[src/rtl/reg_scoreboard_if.sv]
// Issue/writeback bus between the ID stage and the register scoreboard.
// The master (ID/WB side) drives instructions and writebacks.
// The slave (scoreboard) returns readiness and the register-file write enable.
interface reg_scoreboard_if #(
    parameter int ADDR_W = 5
);
    logic              issue_valid;
    logic [31:0]       inst_ID;
    logic              issue_ready;
    logic              wb_valid;
    logic [ADDR_W-1:0] wb_rd;
    logic              reg_write_en;

    modport master (
        output issue_valid, inst_ID, wb_valid, wb_rd,
        input  issue_ready, reg_write_en
    );

    modport slave (
        input  issue_valid, inst_ID, wb_valid, wb_rd,
        output issue_ready, reg_write_en
    );
endinterface

[src/rtl/reg_scoreboard.sv]
// Register scoreboard for the ID stage: tracks in-flight writes per
// architectural register and stalls issue on read-after-write hazards or
// when a destination's pending-write counter is full.

// Per-register pending-write counter. Simultaneous inc and dec cancel out.
// A dec on an empty counter is reported and leaves the counter at zero.
module reg_cnt_cell #(
    parameter int CNT_W = 2
) (
    input  logic             clk,
    input  logic             reset,
    input  logic             inc,
    input  logic             dec,
    output logic [CNT_W-1:0] cnt,
    output logic             underflow
);
    // Counter update; inc is never presented at MAX since issue is held off.
    always_ff @(posedge clk) begin
        if (reset)
            cnt <= '0;
        else if (inc && !dec)
            cnt <= cnt + 1'b1;
        else if (dec && !inc && cnt != '0)
            cnt <= cnt - 1'b1;
    end

    // Retiring a register with nothing in flight (and no offsetting issue).
    always_comb begin
        underflow = dec && !inc && (cnt == '0);
    end
endmodule

module reg_scoreboard #(
    parameter int NREG   = 32,
    parameter int ADDR_W = 5,
    parameter int CNT_W  = 2
) (
    input  logic             clk,
    input  logic             reset,
    reg_scoreboard_if.slave  bus,
    output logic [NREG-1:0]  busy_vec,
    output logic [31:0]      stall_cnt,
    output logic             underflow_err
);
    localparam logic [6:0] OP_LUI    = 7'b0110111;
    localparam logic [6:0] OP_AUIPC  = 7'b0010111;
    localparam logic [6:0] OP_JAL    = 7'b1101111;
    localparam logic [6:0] OP_JALR   = 7'b1100111;
    localparam logic [6:0] OP_BRANCH = 7'b1100011;
    localparam logic [6:0] OP_LOAD   = 7'b0000011;
    localparam logic [6:0] OP_STORE  = 7'b0100011;
    localparam logic [6:0] OP_IMM    = 7'b0010011;
    localparam logic [6:0] OP_OP     = 7'b0110011;
    localparam logic [6:0] OP_FENCE  = 7'b0001111;
    localparam logic [6:0] OP_SYSTEM = 7'b1110011;

    localparam logic [CNT_W-1:0] CNT_MAX = '1;

    logic [6:0]        opcode;
    logic [ADDR_W-1:0] rd, rs1, rs2;
    logic              uses_rs1, uses_rs2, writes_rd;
    logic              haz_rs1, haz_rs2, haz_rd;
    logic              fire, inc, dec;
    logic [NREG-1:0]   inc_vec, dec_vec, uf_vec;
    logic [NREG-1:0][CNT_W-1:0] cnt;
    logic              unused_inst;

    assign opcode = bus.inst_ID[6:0];
    assign rd     = bus.inst_ID[11:7];
    assign rs1    = bus.inst_ID[19:15];
    assign rs2    = bus.inst_ID[24:20];
    // funct3/funct7 do not affect operand usage.
    assign unused_inst = ^{bus.inst_ID[31:25], bus.inst_ID[14:12]};

    // Operand usage from opcode; unknown opcodes assume every field is live.
    always_comb begin
        uses_rs1  = 1'b1;
        uses_rs2  = 1'b1;
        writes_rd = 1'b1;
        case (opcode)
            OP_LUI, OP_AUIPC, OP_JAL: begin
                uses_rs1 = 1'b0;
                uses_rs2 = 1'b0;
            end
            OP_BRANCH, OP_STORE: begin
                writes_rd = 1'b0;
            end
            OP_OP: begin
                // all three fields in use
            end
            OP_JALR, OP_LOAD, OP_IMM, OP_FENCE, OP_SYSTEM: begin
                uses_rs2 = 1'b0;
            end
            default: begin
                // conservative: rs1, rs2 and rd all considered
            end
        endcase
    end

    // Hazard detection: pure function of the instruction and counter state,
    // no forwarding from a same-cycle writeback.
    always_comb begin
        haz_rs1 = uses_rs1  && (rs1 != '0) && (cnt[rs1] != '0);
        haz_rs2 = uses_rs2  && (rs2 != '0) && (cnt[rs2] != '0);
        haz_rd  = writes_rd && (rd  != '0) && (cnt[rd]  == CNT_MAX);
        bus.issue_ready = !(haz_rs1 || haz_rs2 || haz_rd);
    end

    assign fire = bus.issue_valid && bus.issue_ready;
    assign inc  = fire && writes_rd && (rd != '0);
    assign dec  = bus.wb_valid && (bus.wb_rd != '0);
    assign bus.reg_write_en = dec;

    // One-hot increment/decrement selects for the counter array.
    always_comb begin
        inc_vec = '0;
        dec_vec = '0;
        if (inc) inc_vec[rd]        = 1'b1;
        if (dec) dec_vec[bus.wb_rd] = 1'b1;
    end

    // Counter array; x0 has no counter and never reports busy.
    for (genvar i = 0; i < NREG; i++) begin : g_reg
        if (i == 0) begin : g_zero
            assign cnt[i]    = '0;
            assign uf_vec[i] = 1'b0;
            logic unused_x0;
            assign unused_x0 = inc_vec[i] ^ dec_vec[i];
        end else begin : g_cell
            reg_cnt_cell #(.CNT_W(CNT_W)) u_cell (
                .clk       (clk),
                .reset     (reset),
                .inc       (inc_vec[i]),
                .dec       (dec_vec[i]),
                .cnt       (cnt[i]),
                .underflow (uf_vec[i])
            );
        end
        assign busy_vec[i] = (cnt[i] != '0);
    end

    // Stall statistics, saturating at all-ones.
    always_ff @(posedge clk) begin
        if (reset)
            stall_cnt <= '0;
        else if (bus.issue_valid && !bus.issue_ready && stall_cnt != 32'hFFFF_FFFF)
            stall_cnt <= stall_cnt + 32'd1;
    end

    // Sticky underflow flag, cleared only by reset.
    always_ff @(posedge clk) begin
        if (reset)
            underflow_err <= 1'b0;
        else if (|uf_vec)
            underflow_err <= 1'b1;
    end
endmodule

[src/flat_wrapper.sv]
// flat-port wrapper written by rule: the top's interface ports become plain ports
module reg_scoreboard_flat 
#(
    parameter int NREG   = 32,
    parameter int ADDR_W = 5,
    parameter int CNT_W  = 2
)
  (clk, reset, busy_vec, stall_cnt, underflow_err, bus_issue_valid, bus_inst_ID, bus_wb_valid, bus_wb_rd, bus_issue_ready, bus_reg_write_en);
  reg_scoreboard_if #(.ADDR_W(ADDR_W)) bus_i ();
  input  logic clk;
  input  logic reset;
  output logic [NREG-1:0] busy_vec;
  output logic [31:0] stall_cnt;
  output logic underflow_err;
  input wire logic [$bits(bus_i.issue_valid)-1:0] bus_issue_valid;
  input wire logic [$bits(bus_i.inst_ID)-1:0] bus_inst_ID;
  input wire logic [$bits(bus_i.wb_valid)-1:0] bus_wb_valid;
  input wire logic [$bits(bus_i.wb_rd)-1:0] bus_wb_rd;
  output wire logic [$bits(bus_i.issue_ready)-1:0] bus_issue_ready;
  output wire logic [$bits(bus_i.reg_write_en)-1:0] bus_reg_write_en;
  assign bus_i.issue_valid = bus_issue_valid;
  assign bus_i.inst_ID = bus_inst_ID;
  assign bus_i.wb_valid = bus_wb_valid;
  assign bus_i.wb_rd = bus_wb_rd;
  assign bus_issue_ready = bus_i.issue_ready;
  assign bus_reg_write_en = bus_i.reg_write_en;
  reg_scoreboard #(.NREG(NREG), .ADDR_W(ADDR_W), .CNT_W(CNT_W)) u_core (.clk(clk), .reset(reset), .bus(bus_i), .busy_vec(busy_vec), .stall_cnt(stall_cnt), .underflow_err(underflow_err));
endmodule
[config.mk]
export PLATFORM = sky130hd
export DESIGN_NAME = reg_scoreboard_flat
export DESIGN_NICKNAME = d
export VERILOG_FILES = /design/src/rtl/reg_scoreboard_if.sv /design/src/rtl/reg_scoreboard.sv /design/src/flat_wrapper.sv
export SDC_FILE = /design/constraint.sdc
export NUM_CORES = 1
export LEC_CHECK = 0
export ABC_AREA = 1
export CAP_MARGIN = 30
export CORE_MARGIN = 4
export CORE_UTILIZATION = 54
export DETAILED_ROUTE_END_ITERATION = 7
export DONT_BUFFER_PORTS = 1
export HOLD_SLACK_MARGIN = 0.06
export PLACE_DENSITY = 0.76
export SYNTH_ARGS = -nofsm -noshare
export SYNTH_HDL_FRONTEND = slang
export SYNTH_HIERARCHICAL = 1
export SYNTH_SLANG_ARGS = --single-unit
[constraint.sdc]
create_clock -name clk -period 3.4 [get_ports clk]
set_clock_uncertainty 0.1 [all_clocks]
set_input_delay 0.34 -clock clk [delete_from_list [all_inputs] [get_ports clk]]
set_output_delay 0.34 -clock clk [all_outputs]
set_load 0.03 [all_outputs]
After elaboration in Yosys (flattened, before gate mapping)
Index checks and enable logic that the tools add are counted.
- output and inout bits: 67
- flip-flop bits (word level): 95
- reduce and logical (&&, ||, !) cells: 306
- mux-type cells: 77
- add/subtract/negate cells: 63
- equality and inequality tests: 12
- magnitude comparators: 6
- operator list (operator ; count):
    $logic_and 1x1->1 ; 138
    $mux 2 ; 65
    $reduce_bool 2->1 ; 64
    $mux 32 ; 2
    $logic_not 1->1 ; 63
    $add 2x1->2 const B ; 31
    $logic_not 2->1 ; 31
    $sub 2x1->2 const B ; 31
    $add 32x1->32 const B ; 1
    $ne 32x32->1 const B ; 1
    $reduce_or 31->1 ; 1
    $bmux 2 s5 ; 3
    $eq 7x7->1 const B ; 4
    $lt 5x6->1 const B ; 4
    $reduce_bool 5->1 ; 4
    $eq 7x5->1 const B ; 2
    $eq 7x6->1 const B ; 2
    $demux 1 s5 ; 2
    $ge 5x1->1 const B ; 2
    $reduce_or 8->1 ; 1
    $eq 7x2->1 const B ; 1
    $eq 7x4->1 const B ; 1
    $mux 1 ; 5
    $reduce_or 3->1 ; 1
    other kinds (3) ; 4

Longest topological paths before layout
- word-level depth: 17
- mapped depth: 23
- gate-level depth less buffers: 21

Hierarchy
The synthesis kept the hierarchy.
- modules (own cells, without submodules) (module ; seq. area each (µm²) ; cells an instance ; area each (µm²) ; times used):
    reg_scoreboard ; 660.6 ; 846 ; 4174.0 ; 1
    reg_cnt_cell ; 40.0 ; 23 ; 127.6 ; 31

Worst setup path after synthesis
OpenSTA, ideal clock, no wires.
- kind: input port to flip-flop
- start: in bus_inst_ID[8]
- end: reg u_core.underflow_err
- cell stages on the path: 23
- data arrival time: 2.829 ns
- path slack: 0.343 ns
- path through: buf_2 > nand2_4 > inv_2 > buf_2 > nand2_1 > nand3_1 > nand2_1 > nand2_1 > nor2_1 > nand2_1 > nand3_1 > nand3_2 > inv_2 > nand2_1 > buf_2 > nor3_1 > inv_2 > nand2_2 > nor3_1 > nor4_1 > nand4_1 > nor3_1 > nor2_1
- word-level cells in the longest chain between the ends: 14
- elaborated cells on any way between the ends: 111
- those cells by class: order compare: 2; eq/ne: 1; mux: 5; reduce/logical: 103
- RTL lines (what ; line ; RTL):
    start: declaration ; flat_wrapper.sv:16 ; input wire logic [$bits(bus_i.inst_ID)-1:0] bus_inst_ID;
    $bmux 2 s5 ; reg_scoreboard.sv:105 ; haz_rd = writes_rd && (rd != '0) && (cnt[rd] == CNT_MAX);
    $mux 2 (not written as such) ; reg_scoreboard.sv:105 ;
    $eq 2x2->1 ; reg_scoreboard.sv:105 ;
    $logic_and 1x1->1 (*) ; reg_scoreboard.sv:105 ;
    $logic_or 1x1->1 (*) ; reg_scoreboard.sv:106 ; bus.issue_ready = !(haz_rs1 || haz_rs2 || haz_rd);
    $logic_not 1->1 (*) ; reg_scoreboard.sv:106 ;
    via bus_issue_ready ; flat_wrapper.sv:19 ; output wire logic [$bits(bus_i.issue_ready)-1:0] bus_issue_ready;
    $logic_and 1x1->1 (*) ; reg_scoreboard.sv:109 ; assign fire = bus.issue_valid && bus.issue_ready;
    $logic_and 1x1->1 (*) (2 in series) ; reg_scoreboard.sv:110 ; assign inc = fire && writes_rd && (rd != '0);
    $mux 32 (*) ; reg_scoreboard.sv:118 ; if (inc) inc_vec[rd] = 1'b1;
    via u_core.inc_vec[18] ; reg_scoreboard.sv:64 ; logic [NREG-1:0] inc_vec, dec_vec, uf_vec;
    $logic_not 1->1 (*) ; reg_scoreboard.sv:29 ; underflow = dec && !inc && (cnt == '0);
    $logic_and 1x1->1 (*) (2 in series) ; reg_scoreboard.sv:29 ;
    via u_core.uf_vec[18] ; reg_scoreboard.sv:64 ;
    $reduce_or 31->1 (*) ; reg_scoreboard.sv:154 ; else if (|uf_vec)
    end signal: assignment ; reg_scoreboard.sv:153 ; underflow_err <= 1'b0;
    end signal: assignment ; reg_scoreboard.sv:155 ; underflow_err <= 1'b1;
    end: declaration ; reg_scoreboard.sv:43 ; output logic underflow_err
The timed path passes the listed nets; every way through them passes the cells marked *. The select of a mux whose other input is x is not followed.
A chain may end at the register's enable or synchronous reset.

Worst setup path after layout
- start: reg u_core.g_reg[5].g_cell.u_cell.cnt[1]
- end: reg u_core.underflow_err
- word-level cells in the longest chain between the ends: 15
- elaborated cells on any way between the ends: 114
- those cells by class: eq/ne: 1; mux: 7; reduce/logical: 106
- RTL lines (what ; line ; RTL):
    start: declaration ; reg_scoreboard.sv:14 ; output logic [CNT_W-1:0] cnt,
    start signal: assignment ; reg_scoreboard.sv:22 ; cnt <= cnt + 1'b1;
    start signal: assignment ; reg_scoreboard.sv:24 ; cnt <= cnt - 1'b1;
    $bmux 2 s5 (on tied branches) ; reg_scoreboard.sv:103, reg_scoreboard.sv:104 ;
    $mux 2 (on tied branches) ; reg_scoreboard.sv:103, reg_scoreboard.sv:104 ;
    $reduce_bool 2->1 (on tied branches) ; reg_scoreboard.sv:103, reg_scoreboard.sv:104 ;
    $logic_and 1x1->1 (on tied branches) ; reg_scoreboard.sv:103, reg_scoreboard.sv:104 ;
    $logic_or 1x1->1 ; reg_scoreboard.sv:106 ;
    $logic_or 1x1->1 (*) ; reg_scoreboard.sv:106 ;
    $logic_not 1->1 (*) ; reg_scoreboard.sv:106 ;
    $logic_and 1x1->1 (*) ; reg_scoreboard.sv:109 ;
    $logic_and 1x1->1 (*) (2 in series) ; reg_scoreboard.sv:110 ;
    $mux 32 (*) ; reg_scoreboard.sv:118 ;
    via u_core.inc_vec[8] ; reg_scoreboard.sv:64 ;
    $logic_not 1->1 (*) ; reg_scoreboard.sv:29 ;
    $logic_and 1x1->1 (*) (2 in series) ; reg_scoreboard.sv:29 ;
    via u_core.uf_vec[8] ; reg_scoreboard.sv:64 ;
    $reduce_or 31->1 (*) ; reg_scoreboard.sv:154 ;
Marked as above.

==> impl_metrics.yaml <==
critical_path:
  end_kind: "register"
  cp_data_required_time_ns: 3.55
  startpoint_type: "register"
  worstPathMaxFanout: 12
  path_class: "reg -> reg"
  r2r_slack_ns: 0.14
  critPathArrivalTime_ns: 3.42
floorplan:
  die_x_um: 130.7
  start_util_pct: 55.52
  rows: 44
  dieArea_um2: 17080
  io_pins: 108
  core_area_um2: 14640
  dieHeight_um: 130.7
timing:
  hold_viol_final: 0
  max_freq_ghz: 0.3064
  grt_setup_unrepaired: "no"
  maxSlewViolCount: 0
  period_needed_ns: 3.263
  period_share_pct: 95.99
  fin_tns_setup_ns: 0
  fin_ws_ns: 0.1365
  slew_headroom_pct: 53.27
  tightestPinTransition_ns: 0.6990
  setup-violations-final: 0
clock_tree:
  clock_sinks: 95
  path_clk_slew_ns: 0.08
  cts_buffer_depth: 2
  cts_inserted_buffers: 9
  insertion_delay_ns: 0.37
  post_cts_buffers: 0
  cts_root_buffer: "clkbuf_16"
  cts_tree: "yes"
  htreeDepth: 3
finish:
  num_antenna_cells: 0
  finalNetCount: 1686
  syn_to_final_growth_pct: 14.54
  drive_gt1_share_pct: 12.25
global_routing:
  grt_pass1_vias: 8646
  antenna_found_initial: 0
  grt_max_degree: 57
  gr-total-overflow: 0
  grt_pass1_wl_mm: 41.71
  grt_use_total_pct: 30.67
power:
  p_sw_mw: 0.8332
  p_int_mw: 1.756
  switching_share_pct: 32.18
  irDropWorstVdd_uv: 259.2
  power_density_nw_per_um2: 278.0
  power_frac_seq_pct: 45.2
  pwr-share-comb_pct: 13.7
  p_clk_share_pct: 41.1
  p_leak_nw: 4.488
job:
  maxCapViolCount: 0
drt:
  drtAntennaViolNets: 0
  drt-wirelength-per-cell_um: 14.35
  route.vias.total: 9864
  drc: 0
  via_per_inst: 5.381
  drt_iter0_markers: 966
  dr.pass1.iters: 6
  drt_wl_total_mm: 26.30
yosys:
  ys_ff_latch: 95
  syn_area_um2: 8130
  ys_warn_count: 6
  synth_cell_types: 28
  yosysSeqAreaShare_pct: 23.39
  syn_area_per_cell_um2: 5.215
  synth_cells: 1559
  syn-num-nets: 1601
placement:
  place.gp.congestion: 1.025
  port_buffers: 0
  hpwlAfterDp_mm: 19.77
  dp_slack_ns: 0.1869
worst_hold_path:
  min_path_type: "in -> reg"
status:
  status: "finished clean"
layout make-up:
cell class / count / area [µm²]
repair buffers: 97 / 740.7
clock buffers: 9 / 225.2
fillers: 1441 / 5331
well taps: 184 / 230.2
clock inverters: 7 / 81.33
flip-flops and latches: 95 / 1902
inverters: 277 / 1040
multi-input cells: 1164 / 5094
what timing repair did:
action,4_1_cts,5_1_grt
hold buffers,1,0
endpoints found under the setup margin,0,1
resized for setup,0,17
endpoints found under the hold margin,61,0
power by group through the flow:
stage | clock (mW) | combinational [mW] | sequential, mW
2_1_floorplan | 0 | 0.255 | 1.19
3_3_place_gp | 0 | 0.319 | 1.20
3_5_place_dp | 0 | 0.326 | 1.20
4_1_cts | 1.08 | 0.340 | 1.17
5_1_grt | 1.13 | 0.386 | 1.17
6_report | 1.07 | 0.355 | 1.17
routing by layer:
layer / up-vias / share of wire, % / track usage [%]
met1: 4333 / 41 / 38.70
met2: 451 / 44 / 48.81
met4: 0 / 4.4 / 14.82
li1: 4990 / - / -
met5: - / 0 / 0
met3: 90 / 11 / 7.927
path summary, 6_finish.rpt:
| path | from | end | cells after the start |
|---|---|---|---|
| setup / recovery | u_core/g_reg[5].g_cell.u_cell/cnt[1] | u_core/underflow_err | 20 |
| hold / removal | reset | u_core/stall_cnt[19] | 2 |
| setup reg to reg | u_core/g_reg[5].g_cell.u_cell/cnt[1] | u_core/underflow_err | 20 |
| hold reg to reg | u_core/g_reg[26].g_cell.u_cell/cnt[1] | u_core/g_reg[26].g_cell.u_cell/cnt[1] | 4 |
critical path, cell delays in order (launching register included):
cell and delay (ns):
dfxtp_1 0.35, nor2_1 0.24, inv_1 0.16, a21oi_1 0.15
nand3_1 0.09, nand2_1 0.08, nand3_1 0.08, nand3_1 0.10
nand3_2 0.08, inv_2 0.06, nand2_1 0.07, buf_4 0.20
buf_4 0.17, nor3_1 0.23, inv_2 0.06, nand2_2 0.09
nor3_1 0.07, nor4_1 0.28, nand4_1 0.24, nor3_1 0.19
nor2_1 0.05
stage by stage:
stage	area [µm²]	hold slack, ns	util, %	cells	total power, mW
6_report	9313	0.2002	63.59	1833	2.589
5_1_grt	9313	0.1901	63.59	1833	2.692
4_1_cts	9245	0.1838	63.13	1833	2.591
3_5_place_dp	8919	0.3264	60.90	1816	1.522
3_3_place_gp	8919	0.3265	60.90	1816	1.515
2_1_floorplan	8130	0.3920	-	1559	1.449
Yosys cell counts:
cell type | instances | area (µm²)
a21oi_1 | 36 | 180.2
and3_1 | 1 | 6.260
buf_2 | 13 | 65.06
buf_4 | 2 | 15.01
buf_6 | 7 | 78.83
clkbuf_1 | 1 | 3.750
clkinv_1 | 2 | 7.510
conb_1 | 1 | 3.750
dfxtp_1 | 95 | 1902
ha_1 | 1 | 12.51
inv_1 | 238 | 893.4
inv_2 | 37 | 138.9
nand2_1 | 455 | 1708
nand2_2 | 31 | 193.9
nand2_4 | 1 | 11.26
nand3_1 | 117 | 585.6
nand3_2 | 1 | 10.01
nand3b_1 | 5 | 37.54
nand4_1 | 43 | 269.0
nor2_1 | 325 | 1220
nor2_4 | 1 | 11.26
nor3_1 | 82 | 410.4
nor3_2 | 1 | 10.01
nor4_1 | 10 | 62.56
o21ai_0 | 45 | 225.2
o31ai_1 | 1 | 7.510
xnor2_1 | 2 | 17.52
xor2_1 | 5 | 43.79
registers in the layout, indices dropped and copies added (netlist names):
signal                      count
u_core/underflow_err            1
u_core/stall_cnt               32
u_core/g.g_cell.u_cell/cnt     62
kinds of logic after synthesis:
logic type | count (synthesis) | share of synthesized area, %
xor+xnor | 7 | 0.7541
fa+ha+maj | 1 | 0.1539
other cells | 1 | 0.04612
buf+inv | 300 | 14.79
simple gates | 1073 | 55.79
compound gates | 82 | 5.079
flops | 95 | 23.39
layout by cell type (no fill, tap or decap), types with 2 or more instances in the layout:
cell / count
xnor2_1: 2
a21oi_1: 36
nand2_2: 31
xor2_1: 5
nor4_1: 10
nand2_1: 455
nor2_2: 7
o21ai_0: 45
inv_2: 37
inv_1: 238
nand4_1: 43
nor3_2: 11
nor2_1: 318
clkinv_1: 2
nand3b_1: 5
nand3_1: 117
inv_6: 2
inv_8: 2
buf_4: 96
dfxtp_1: 95
nor3_1: 72
clkinv_8: 2
clkbuf_16: 9
Power figures use the tool's default switching activity.
==> RTL change 1: new RTL, same flow settings <==
Reset style: asynchronous (`reset`), changed in 3 clocked blocks.
--- a/src/rtl/reg_scoreboard.sv
+++ b/src/rtl/reg_scoreboard.sv
@@ -16,5 +16,5 @@
 );
     // Counter update; inc is never presented at MAX since issue is held off.
-    always_ff @(posedge clk) begin
+    always_ff @(posedge clk or posedge reset) begin
         if (reset)
             cnt <= '0;
@@ -141,5 +141,5 @@
 
     // Stall statistics, saturating at all-ones.
-    always_ff @(posedge clk) begin
+    always_ff @(posedge clk or posedge reset) begin
         if (reset)
             stall_cnt <= '0;
@@ -149,5 +149,5 @@
 
     // Sticky underflow flag, cleared only by reset.
-    always_ff @(posedge clk) begin
+    always_ff @(posedge clk or posedge reset) begin
         if (reset)
             underflow_err <= 1'b0;
Check against the original RTL: differs if reset is asserted again (counterexample within 4 cycles, from zero or initial values and one cycle with reset high); with reset held inactive, the same outputs for 4 cycles.
==> RTL change 1 against the original RTL <==
- area after synthesis is 1.6% higher
- critical path depth decreased by 1
- synthesized cell count is 6.5% lower
- final area increased by 2.4%
- maximum frequency decreased by 2.2%
- count of clock-buffer cells in the layout grew 1
- sequential cell count did not move
- wire length grew 2.1%
- worst setup slack lost 0.074 ns
- die area grew 1.5%
- critical endpoint is now u_core/underflow_err
- highest routed layer unchanged
Power is not compared: it rests on default switching activity, and its combinational part moved more than twofold at a synthesized area within 25%.
==> RTL change 1: results (changes against the original RTL) <==
* Worst-margin pin slew at 0.730 ns (+0.0314 ns)
* Area contributors post-synth: dfrtp_1 (29%), nand2_1 (20%), inv_1 (12%)
* Drt wl/cell at 15.5 µm (+8.2%)
* Post-synthesis xor/xnor area fraction at 2.33% (+1.6 points)
* Vias in the first global route at 8466 (-2.1%)
* HP Start: bus_issue_valid
* Synth async-reset ratio at 100% (+100 points)
* Met2 Wirelength at 12.4 mm (+7.0%)
* Worst reg2reg path depth at 19 (-5.0%)
* Diodes inserted at 0 (unchanged)
* Hold WS at 0.0632 ns (-0.137 ns)
* Via density at 5.50 (+2.2%)
* GRT Util Overall at 30.2% (-0.50 points)
* Adder-cell share of the synthesized area at 0.151% (-0.0025 points)
* Synth top cells by count: nand2_1 (442), inv_1 (269), nor2_1 (208), nand3_1 (171), dfrtp_1 (95)
* Pre-CTS WS at 0.0286 ns (-0.158 ns)
* Layout cells sized above 1 at 11.8% (-0.48 points)
* Main synth FF type: dfrtp_1
* DRT iter0 DRCs at 964 (-0.21%)
* Hold Path Sink: u_core/stall_cnt[15]
* Placed insts at 1705 (-6.1%)
* YS warnings at 6 (unchanged)
* Yosys cell types at 31 (+11%)
* Worst Hold Path Cells at 3 (+1)
* Net Sw Frac at a little over two fifths
* Largest net degree at the start of global routing at 40 (-30%)
* Routability cong. at 0.991 (-3.3%)
* DR WL met3 at 2.68 mm (-6.8%)
* Area post-placement at 9010 µm² (+1.0%)
* Crit Reg-Reg Endpoint: u_core/underflow_err
* Fillers at 1382 (-4.1%)
* Fin nets at 1583 (-6.1%)
* M1 GR Usage at 37.3% (-1.4 points)
* Syn Area/Cell at 5.67 µm² (+8.8%)
* Critical Path AT at 3.47 ns (+0.05 ns)
* Post-DP HPWL at 20.2 mm (+2.0%)
* Syn Nets at 1499 (-6.4%)
* Reg2reg start: u_core/g_reg[29].g_cell.u_cell/cnt[1]
* Sequential share of the synthesized area at 28.8% (+5.4 points)
* Met3 Track Usage GR at 6.96% (-0.97 points)
* CTS buffer count at 9 (unchanged)
* Worst reg-to-reg setup slack at 0.06 ns (-0.07 ns)
* Crit Path Max Fanout at 5 (-7)
* 1st-pass router iterations at 7 (+1)
* Global-route wire length before repair at 42.2 mm (+1.3%)
* Worst IR Drop VDD at 347 µV
* Met2 Usage GRT at 50.6% (+1.8 points)
* Vias at 9517 (-3.5%)
* Design area at 9540 µm² (+2.4%)
* Synth Area in Compound Gates at 5.84% (+0.77 points)
* Status: finished clean
* Metal1 wirelength at 10.8 mm (+0.42%)
==> RTL change 1: final cells by class <==
| class | count | area (µm²) | share of cell area, % |
|---|---|---|---|
| Inverter | 308 | 1160 | 12.2 |
| Sequential cell | 95 | 2380 | 24.9 |
| Clock inverter | 6 | 56.3 | 0.590 |
| Multi-Input combinational cell | 1035 | 4720 | 49.5 |
| Tap cell | 184 | 230 | 2.41 |
| Clock buffer | 10 | 239 | 2.51 |
| Timing Repair Buffer | 92 | 746 | 7.82 |
==> RTL change 1: worst max-delay path by stage <==
stage,from,cells after the start,slack (ns),to
global placement,u_core/g_reg[16].g_cell.u_cell/cnt[0],20,0.08,u_core/underflow_err
floorplan,bus_inst_ID[8],21,0.46,u_core/underflow_err
CTS,u_core/g_reg[16].g_cell.u_cell/cnt[0],20,0.06,u_core/underflow_err
global route,u_core/g_reg[18].g_cell.u_cell/cnt[1],21,-0.11,u_core/underflow_err
finish,u_core/g_reg[29].g_cell.u_cell/cnt[1],19,0.06,u_core/underflow_err
detailed placement,u_core/g_reg[16].g_cell.u_cell/cnt[0],20,0.03,u_core/underflow_err
==> RTL change 1: worst max-delay path: stages, from the launching register on <==
cell	delay, ns
dfrtp_1	0.38
buf_4	0.13
nor2_2	0.21
nor2_1	0.08
nor2_1	0.09
nand3_1	0.08
nand3_1	0.09
nand3_1	0.07
nand3_1	0.10
nand3_2	0.13
clkinv_4	0.12
nand3_4	0.12
buf_4	0.20
nor2_1	0.11
inv_1	0.07
nand3_1	0.11
nor2_1	0.06
nor4_2	0.33
nand4_1	0.24
or3_1	0.39
==> RTL change 1: timing repair <==
action | 4_1_cts | 5_1_grt
buffers inserted | 0 | 3
endpoints found under the setup margin | 1 | 1
endpoints found under the hold margin | 126 | 0
pin swaps | 0 | 6
gates resized for setup | 1 | 33
hold buffers | 5 | 0
==> RTL change 2: new RTL, config.mk and constraints unchanged <==
Without the edit above. `CNT_W` is set to 2 in 3 places; all go to 3.
--- a/src/rtl/reg_scoreboard.sv
+++ b/src/rtl/reg_scoreboard.sv
@@ -6,5 +6,5 @@
 // A dec on an empty counter is reported and leaves the counter at zero.
 module reg_cnt_cell #(
-    parameter int CNT_W = 2
+    parameter int CNT_W = 3
 ) (
     input  logic             clk,
@@ -34,5 +34,5 @@
     parameter int NREG   = 32,
     parameter int ADDR_W = 5,
-    parameter int CNT_W  = 2
+    parameter int CNT_W  = 3
 ) (
     input  logic             clk,
--- a/src/flat_wrapper.sv
+++ b/src/flat_wrapper.sv
@@ -4,5 +4,5 @@
     parameter int NREG   = 32,
     parameter int ADDR_W = 5,
-    parameter int CNT_W  = 2
+    parameter int CNT_W  = 3
 )
   (clk, reset, busy_vec, stall_cnt, underflow_err, bus_issue_valid, bus_inst_ID, bus_wb_valid, bus_wb_rd, bus_issue_ready, bus_reg_write_en);
Formal check against the unedited RTL: not equivalent (Yosys sat finds a counterexample within 4 cycles, from zero or initial values and one cycle with reset high).
==> RTL change 2 against the original RTL <==
- worst setup slack worse by 0.0076 ns
- final area up 55%
- power up 49%
- sequential cell count up 31
- area after synthesis up 45%
- maximum frequency down 0.23%
- clock power up 69%
- wire length up 49%
- sequential share of layout area down 2.9 points
- global-route usage up 1.1 points
- combinational power up 51%
- via count up 39%
- non-clock buffer count up 115
==> RTL change 2: results (changes against the original RTL) <==
* Status: finished clean
* DRT iter0 DRCs at 1451 (+50%)
* Layout cells sized above 1 at 31.2% (+19 points)
* Global-route wire length before repair at 62.3 mm (+49%)
* Fillers at 1887 (+31%)
* Fin nets at 2325 (+38%)
* Area post-placement at 13600 µm² (+52%)
* Max H-tree Level at 4 (+1)
* Largest registers: u_core/g.g_cell.u_cell/cnt: 93 flops, u_core/stall_cnt: 32 flops, u_core/underflow_err: 1 flops
* Worst-margin pin slew at 0.791 ns (+0.0920 ns)
* M1 GR Usage at 39.3% (+0.59 points)
* Met2 Usage GRT at 52.7% (+3.9 points)
* Vias in the first global route at 12800 (+49%)
* Util after Layout at 67.9% (+4.3 points)
* Placed insts at 2500 (+38%)
* 1st-pass router iterations at 7 (+1)
* Worst IR Drop VDD at 290 µV (+12%)
* Syn Area/Cell at 5.75 µm² (+10%)
* Post-DP HPWL at 29.7 mm (+50%)
* Met3 Track Usage GR at 7.66% (-0.27 points)
* Syn Nets at 2126 (+33%)
* Area contributors post-synth: dfxtp_1 (21%), nand2_1 (15%), nor2_1 (12%)
* Clk_lat worst skew at 0.43 ns (+0.06 ns)
* Sequential share of the synthesized area at 21.4% (-2.0 points)
* Crit path max-delay family: simple AND/OR/NAND/NOR gates
* Largest net degree at the start of global routing at 64 (+12%)
* Routability cong. at 0.976 (-4.8%)
* GRT Util Overall at 31.7% (+1.1 points)
* Critical Path AT at 3.48 ns (+0.06 ns)
* Pre-CTS WS at -0.178 ns (-0.365 ns)
* Non-Filler Instances at 2540 (+39%)
* Yosys cell types at 41 (+46%)
* Post-Route WL at 39.2 mm (+49%)
* Static Leak at 7.15 nW (+59%)
* Synth top cells by count: nand2_1 (479), nor2_1 (374), nand3_1 (224), inv_1 (216), inv_2 (186)
* CTS buffer count at 17 (+8)
-- RTL change 2: repair_timing --
| item | CTS | global route |
|---|---|---|
| endpoints found under the hold margin | 126 | 0 |
| hold buffers | 2 | 0 |
| buffers inserted | 0 | 6 |
| setup endpoints to repair | 0 | 46 |
| gates resized for setup | 0 | 90 |
-- RTL change 2: power by group --
part / switching (mW) / internal [mW]
combinational: 0.359 / 0.178
sequential: 0.0171 / 1.49
clock: 0.843 / 0.971
-- RTL change 2: worst paths after layout --
check,start,endpoint,slack (ns),cells after the start
setup / recovery,u_core/g_reg[11].g_cell.u_cell/cnt[1],u_core/underflow_err,0.13,25
hold / removal,bus_issue_valid,u_core/stall_cnt[2],0.12,4
setup reg to reg,u_core/g_reg[11].g_cell.u_cell/cnt[1],u_core/underflow_err,0.13,25
hold reg to reg,u_core/g_reg[6].g_cell.u_cell/cnt[2],u_core/g_reg[6].g_cell.u_cell/cnt[2],0.44,3
-- RTL change 2: final cells by class --
class | count | area share, %
Multi-Input combinational cell | 1489 | 53.8
Sequential cell | 126 | 17.5
Timing Repair Buffer | 212 | 11.8
Inverter | 406 | 10.6
Clock buffer | 17 | 2.94
Tap cell | 275 | 2.38
Clock inverter | 15 | 0.995
-- RTL change 2: layer usage --
metal / wire length [µm] / up-vias
li1: - / 6754
met1: 15600 / 6226
met2: 18200 / 612
met3: 3770 / 126
met4: 1680 / 0
met5: 0 / -
-- RTL change 2: cell families after synthesis --
| logic type | after synthesis | share of synthesized area (%) |
|---|---|---|
| adder cells (fa/ha/maj) | 32 | 5.37 |
| other | 1 | 0.0318 |
| AO/OA/AOI/OAI | 123 | 6.99 |
| AND/OR/NAND/NOR | 1332 | 51.7 |
| flip-flops | 126 | 21.4 |
| XOR/XNOR | 1 | 0.0742 |
| buffers and inverters | 438 | 14.5 |
